$ cat config.mk
export PLATFORM = sky130hd
export DESIGN_NAME = manchester_2_nrz_decoder
export DESIGN_NICKNAME = d
export VERILOG_FILES = /design/src/rtl/manchester_pkg.sv /design/src/rtl/manchester_lock_ctrl.sv /design/src/rtl/manchester_2_nrz_decoder.sv
export SDC_FILE = /design/constraint.sdc
export NUM_CORES = 1
export LEC_CHECK = 0
export ABC_AREA = 1
export BUFFER_PORTS_ARGS = -buffer_cell sky130_fd_sc_hd__buf_4
export CORE_MARGIN = 2
export CORE_UTILIZATION = 40
export CTS_CLUSTER_DIAMETER = 120
export DETAILED_ROUTE_END_ITERATION = 12
export PLACE_DENSITY = 0.56
export SETUP_SLACK_MARGIN = 0.3
export SLEW_MARGIN = 10
export SYNTH_ARGS = -nofsm -noshare
export SYNTH_HDL_FRONTEND = slang
export SYNTH_SLANG_ARGS = --single-unit
export TNS_END_PERCENT = 50
$ cat constraint.sdc
create_clock -name clock -period 2.6 [get_ports clock]
set_input_delay 0.26 -clock clock [delete_from_list [all_inputs] [get_ports clock]]
set_output_delay 0.26 -clock clock [all_outputs]
set_load 0.02 [all_outputs]
$ cat src/rtl/manchester_pkg.sv
// Shared Manchester line-code definitions for the encoder and decoder sides.
package manchester_pkg;

    typedef enum logic {
        PH_FIRST  = 1'b0,
        PH_SECOND = 1'b1
    } phase_t;

    // {first half-bit, second half-bit}
    localparam logic [1:0] SYM_ZERO = 2'b01;
    localparam logic [1:0] SYM_ONE  = 2'b10;

    function automatic logic is_valid_sym(input logic [1:0] sym);
        return (sym == SYM_ZERO) || (sym == SYM_ONE);
    endfunction

endpackage

$ cat src/rtl/manchester_lock_ctrl.sv
// Symbol-lock tracker: counts consecutive valid symbols to lock and
// consecutive violations to drop lock.
module manchester_lock_ctrl #(
    parameter int LOCK_COUNT = 4,
    parameter int ERR_LIMIT  = 2
) (
    input  logic clock,
    input  logic reset,
    input  logic sym_ok,
    input  logic sym_err,
    output logic locked
);
    import manchester_pkg::*;

    localparam int VW = $clog2(LOCK_COUNT + 1);
    localparam int EW = $clog2(ERR_LIMIT + 1);
    localparam logic [VW-1:0] VALID_MAX = VW'(LOCK_COUNT);
    localparam logic [EW-1:0] ERR_LAST  = EW'(ERR_LIMIT - 1);

    logic [VW-1:0] valid_cnt;
    logic [EW-1:0] err_cnt;

    always_ff @(posedge clock) begin
        if (reset) begin
            valid_cnt <= '0;
            err_cnt   <= '0;
            locked    <= 1'b0;
        end else if (sym_ok) begin
            err_cnt <= '0;
            // Counting only happens while unlocked, so valid_cnt never passes VALID_MAX
            if (!locked && (valid_cnt != VALID_MAX)) begin
                valid_cnt <= valid_cnt + 1'b1;
                if (valid_cnt + 1'b1 == VALID_MAX)
                    locked <= 1'b1;
            end
        end else if (sym_err) begin
            valid_cnt <= '0;
            if (locked) begin
                if (err_cnt == ERR_LAST) begin
                    locked  <= 1'b0;
                    err_cnt <= '0;
                end else begin
                    err_cnt <= err_cnt + 1'b1;
                end
            end
        end
    end

endmodule

$ cat src/rtl/manchester_2_nrz_decoder.sv
// Manchester-to-NRZ decoder: one sample per half-bit, slips one half-bit
// on each code violation to find the symbol boundary.
//
// state     | meaning
// PH_FIRST  | next sample is the first half-bit of a symbol
// PH_SECOND | next sample completes the pair held in h1
module manchester_2_nrz_decoder #(
    parameter int LOCK_COUNT = 4,
    parameter int ERR_LIMIT  = 2
) (
    input  logic clock,
    input  logic reset,
    input  logic M_in,
    output logic B_out,
    output logic B_valid,
    output logic code_err,
    output logic locked
);
    import manchester_pkg::*;

    phase_t phase;
    logic   h1;
    logic   sym_ok;
    logic   sym_err;

    always_comb begin
        sym_ok  = 1'b0;
        sym_err = 1'b0;
        if (phase == PH_SECOND) begin
            sym_ok  = is_valid_sym({h1, M_in});
            sym_err = !sym_ok;
        end
    end

    always_ff @(posedge clock) begin
        if (reset) begin
            phase    <= PH_FIRST;
            h1       <= 1'b0;
            B_out    <= 1'b0;
            B_valid  <= 1'b0;
            code_err <= 1'b0;
        end else begin
            B_valid  <= 1'b0;
            code_err <= 1'b0;
            case (phase)
                PH_FIRST: begin
                    h1    <= M_in;
                    phase <= PH_SECOND;
                end
                PH_SECOND: begin
                    if (sym_ok) begin
                        B_out   <= h1;
                        B_valid <= 1'b1;
                        phase   <= PH_FIRST;
                    end else begin
                        // Treat this sample as the new first half-bit
                        code_err <= 1'b1;
                        h1       <= M_in;
                    end
                end
                default: phase <= PH_FIRST;
            endcase
        end
    end

    manchester_lock_ctrl #(
        .LOCK_COUNT(LOCK_COUNT),
        .ERR_LIMIT (ERR_LIMIT)
    ) u_lock_ctrl (
        .clock  (clock),
        .reset  (reset),
        .sym_ok (sym_ok),
        .sym_err(sym_err),
        .locked (locked)
    );

endmodule

Yosys cells after proc, flatten, opt, wreduce, memory -nomap -nowiden

Index checks and enable logic that the tools add are counted.

Logic and storage cells: 47
Register bits: 11

Reduce and logical (&&, ||, !) cells: 11
Multiplexer cells: 17
Bitwise gates (word level): 1
Equal/unequal tests: 8
Add/subtract/negate cells: 2

Operator list:

| cell                                                  | number |
|---|---|
| two-way mux 1 bit                                     | 11 |
| two-way mux 3 bit                                     | 3 |
| AND reduction 2 bit                                   | 3 |
| equality test 2 x 1 -> 1 bit, second input constant   | 2 |
| inequality test 2 x 1 -> 1 bit, second input constant | 2 |
| case mux 1 bit (2 select lines)                       | 2 |
| OR reduction 2 bit                                    | 2 |
| adder 3 x 1 -> 3 bit, second input constant           | 1 |
| equality test 3 bit, second input constant            | 1 |
| inequality test 3 bit, second input constant          | 1 |
| AND reduction 3 bit                                   | 1 |
| adder 2 x 1 -> 2 bit, second input constant           | 1 |
| equality test 2 bit, second input constant            | 1 |
| zero test 1 bit                                       | 2 |
| two-way mux 2 bit                                     | 1 |
| inequality test 2 bit, second input constant          | 1 |
| nonzero test 2 bit                                    | 1 |
| logical AND 1 bit                                     | 1 |
| logical OR 1 bit                                      | 1 |
| NOT 1 bit                                             | 1 |

Longest topological paths before layout

Depth after elaboration: 6
Mapped depth: 8

By module

A second synthesis with hierarchy kept.

Cell total of the unflattened synthesis: 71
Area, all modules: 544.3 µm²

By module, submodules not included:

| module                   | times used | area an instance (µm²) | cells an instance |
|---|---|---|---|
| manchester_lock_ctrl     | 1          | 341.6                  | 45 |
| manchester_2_nrz_decoder | 1          | 202.7                  | 26 |

Least setup slack after synthesis

No wires, ideal clock.

Path kind: register -> register
From: register u_lock_ctrl.valid_cnt[0]
To: register u_lock_ctrl.valid_cnt[0]
Cell stages (with the launch flop): 8
Setup time: 64 ps
Path slack: 1433 ps
Required time: 2536 ps
Period minus slack after synthesis: 1167 ps
Arrival time: 1103 ps
Path through: dfxtp_1 > inv_1 > ha_1 > a21oi_2 > nand3_1 > nand2_1 > nand2_1 > nor2_1

Cells in the longest elaborated chain, start to end: 4
Elaborated cells on any way between the ends: 7
Classes of those cells: 1 x add/sub; 2 x eq/ne; 2 x mux; 2 x reduce/logical

RTL lines:

| element                                                                      | line                       | text |
|---|---|---|
| start: declaration                                                           | manchester_lock_ctrl.sv:20 | `logic [VW-1:0] valid_cnt;` |
| start signal: assignment                                                     | manchester_lock_ctrl.sv:32 | `valid_cnt <= valid_cnt + 1'b1;` |
| parallel branches: the longest is 4 deep, another holds adder 3 x 1 -> 3 bit | n/a                        |  |

Parallel ways; which one is timed is not known. The select of a mux whose other input is x is not followed.
A chain may end at the register's enable or synchronous reset.

Worst setup path in the final report

Same ends and word-level chain as after synthesis.

==> results.md <==
- Tot GR Track Use: 0.139
- Required time worst endpoint: 2.81 ns
- Sequential Power Share: 0.520
- DIE WIDTH: 40.7 um
- FMAX: 0.765 GHz
- CTS Buf Count: 3
- Util after Layout: 0.484
- Post-route cell area: 622 um^2
- Tightest Pin Transition: 0.348 ns
- Setup bufs post-CTS: 0
- Root buf cell: clkbuf_4
- Startpoint types: flop
- Placed cell area: 596 um^2
- Largest net degree at the start of global routing: 10
- Worst r2r path cells: 7
- Clk buf depth: 2
- Sequential cell area fraction in the yosys report: 0.408
- Setup-failing EPs final: 0
- Switching power total: 0.0000990 W
- P per Cell Area: 574 mW/mm^2
- Sequential cell area: 220 um^2
- Commonest non-fill, non-tap cell in the layout: inv_1
- Post-Place Cells: 90
- Mapped Cells: 70
- Fin. Hold Viols: 0
- Max-slew headroom: 0.768
- Critical path peak fanout: 3
- CP Class: flop to flop
- Post-CTS Hold Buffers: 0
- Final min period: 1.31 ns
- Io pins: 7
- Synth Cell Area: 539 um^2
- FILL cells: 131
- Largest family of logic cells by synthesized area: simple AND/OR/NAND/NOR gates
- Starting density of the core: 0.420
- WHS Endpoint: B_out$_SDFFE_PP0P_
- Highest-count cells in the layout ignoring fill and taps: inv_1, dfxtp_1, nand2_1
- PortBufs: 6
- CP endpoint kind: flop
- Pleak: 0.295 nW
- Core footprint: 0.00128 mm^2
- CTS tree: done
- YS warnings: 0
- # DRC: 0
- Setup_tns: 0 ns
- Gp weighted congestion: 0.782
- H-tree lvl count: 1
- Initial antenna violation count: 0
- Avg Cell Area, Syn: 7.70 um^2
- Pre-antenna DRT Iters: 4
- Final cell count without fillers: 94
- Post-Synth Adder-Cell Area: 0.0696
- DR vias: 421
- Nets: 86
- Avg WL per Cell: 9.47 um
- Clk_lat worst skew: 0.26 ns
- Detail Route Antenna Nets: 0
- R2R Setup Slk: 1.29 ns
- Min-delay worst type: input pin to flop
- Total clock sinks: 11
- Simple-Gate Fraction of Synth Area: 0.271
- DR iter-0 viols: 3
- Die Area: 0.00166 mm^2
- P&R area growth vs syn: 15.3%
- Vias in the first global route: 384
- Hold Crit Start: reset
- Clk pin slew, worst setup/hold paths: 0.07 ns
- Row cnt: 13
- Final antenna diode count: 0
- Max_cap viols: 0
- Hold Path Stages: 2
- Post-Synth XOR/XNOR Area: 0.0464
- Post_cts resized: 0
- Synthesized Nets: 76
- Die height: 40.7 um
- Switching share of power: 0.277
- Unrepaired setup endpoints after global routing: false
- RR Startpoint: u_lock_ctrl.valid_cnt[0]$_SDFFE_PP0P_
- Final Skew: 0.000340 ns
- Share of cells above drive strength 1: 0.215
- Internal Power: 0.000258 W
- First-pass GRT wire length: 1.47 mm
- Pwr Total: 0.000357 W
- DR vias/cell: 4.48
- Multi-input gate area: 262 um^2
- Flop and latch count out of synthesis: 11
- Status: finished clean
- Power share of the combinational group: 0.149
- CP arrival: 1.52 ns
- Wire length after detailed routing: 890 um
- Period utilization: 0.503
- Mux contribution to synthesized area: 0
- VDD IR-drop max: 0.000337 V
- Slew Limit Fails: 0
- Clock share of power: 0.330
- RR Endpoint: u_lock_ctrl.valid_cnt[0]$_SDFFE_PP0P_
- Distinct cell type count after synthesis: 20
- Hpwl dp: 714 um
- GRT Residual Overflow: 0
- Compound-cell area share of the yosys netlist: 0.0974
-- critical path, cell delays in order (launching register included) --
cell and delay [ns]:
dfxtp_1 0.36, inv_1 0.08, ha_1 0.23, a21oi_2 0.21, nand3_1 0.15, nand2_1 0.09, nand2_1 0.05, nor2_1 0.09
-- cell families after synthesis --
family | count (synthesis)
AO/OA/AOI/OAI | 8
XOR/XNOR | 2
adder cells (fa/ha/maj) | 3
flip-flops | 11
buffers and inverters | 14
AND/OR/NAND/NOR | 32
-- sequential cells by signal, indices dropped and copies added, names as in the netlist --
register,flops
B_out,1
B_valid,1
code_err,1
h1,1
phase,1
u_lock_ctrl.err_cnt,2
u_lock_ctrl.locked,1
u_lock_ctrl.valid_cnt,3
-- layer usage --
metal	global-route usage	part of all wire	vias up	wire length (um)
met5	0	0	-	0
met4	0.100	0.012	0	11
met3	0.0326	0.053	2	47
met2	0.222	0.43	9	387
met1	0.160	0.50	174	444
li1	-	-	236	-
-- power groups by stage --
stage | registers (W) | logic, W | clock network [W]
3_3_place_gp | 0.000190 | 0.0000535 | 0
2_1_floorplan | 0.000189 | 0.0000417 | 0
5_1_grt | 0.000187 | 0.0000605 | 0.000127
6_report | 0.000186 | 0.0000533 | 0.000118
3_5_place_dp | 0.000190 | 0.0000537 | 0
4_1_cts | 0.000186 | 0.0000542 | 0.000121
-- synthesized netlist by cell type --
cell type / instances / share of area
inv_1: 12 / 0.084
dfxtp_1: 11 / 0.41
nand2_1: 11 / 0.077
nor2_1: 9 / 0.063
nand3_1: 6 / 0.056
a21oi_1: 3 / 0.028
ha_1: 3 / 0.070
nand2_2: 2 / 0.023
o21ai_2: 2 / 0.032
a21oi_2: 1 / 0.016
buf_4: 1 / 0.014
clkinv_2: 1 / 0.0093
nand2_4: 1 / 0.021
nand4_1: 1 / 0.012
nor2b_1: 1 / 0.012
nor3_1: 1 / 0.0093
o21ai_0: 1 / 0.0093
o22ai_1: 1 / 0.012
xnor2_2: 1 / 0.030
xor2_1: 1 / 0.016
-- layout make-up --
class                   count  share of cell area
repair buffers              6              0.0724
flip-flops and latches     11               0.354
well taps                  15              0.0302
clock buffers               4              0.0423
inverters                  13              0.0805
multi-input cells          45               0.421
-- worst max path at each step --
stage	start	to	slack [ns]
floorplan	u_lock_ctrl.valid_cnt[0]$_SDFFE_PP0P_	u_lock_ctrl.valid_cnt[0]$_SDFFE_PP0P_	1.43
global placement	u_lock_ctrl.valid_cnt[0]$_SDFFE_PP0P_	u_lock_ctrl.valid_cnt[0]$_SDFFE_PP0P_	1.33
detailed placement	u_lock_ctrl.valid_cnt[0]$_SDFFE_PP0P_	u_lock_ctrl.valid_cnt[0]$_SDFFE_PP0P_	1.31
CTS	u_lock_ctrl.valid_cnt[0]$_SDFFE_PP0P_	u_lock_ctrl.valid_cnt[0]$_SDFFE_PP0P_	1.27
global route	u_lock_ctrl.valid_cnt[0]$_SDFFE_PP0P_	u_lock_ctrl.valid_cnt[0]$_SDFFE_PP0P_	1.17
finish	u_lock_ctrl.valid_cnt[0]$_SDFFE_PP0P_	u_lock_ctrl.valid_cnt[0]$_SDFFE_PP0P_	1.29
-- through the flow --
| stage | worst slack [ns] | hold WS, ns |
|---|---|---|
| 2_1_floorplan | 1.43 | 0.329 |
| 3_3_place_gp | 1.33 | 0.423 |
| 3_5_place_dp | 1.31 | 0.428 |
| 4_1_cts | 1.27 | 0.165 |
| 5_1_grt | 1.17 | 0.173 |
| 6_report | 1.29 | 0.169 |
No activity file was read; power rests on OpenSTA's default activity.
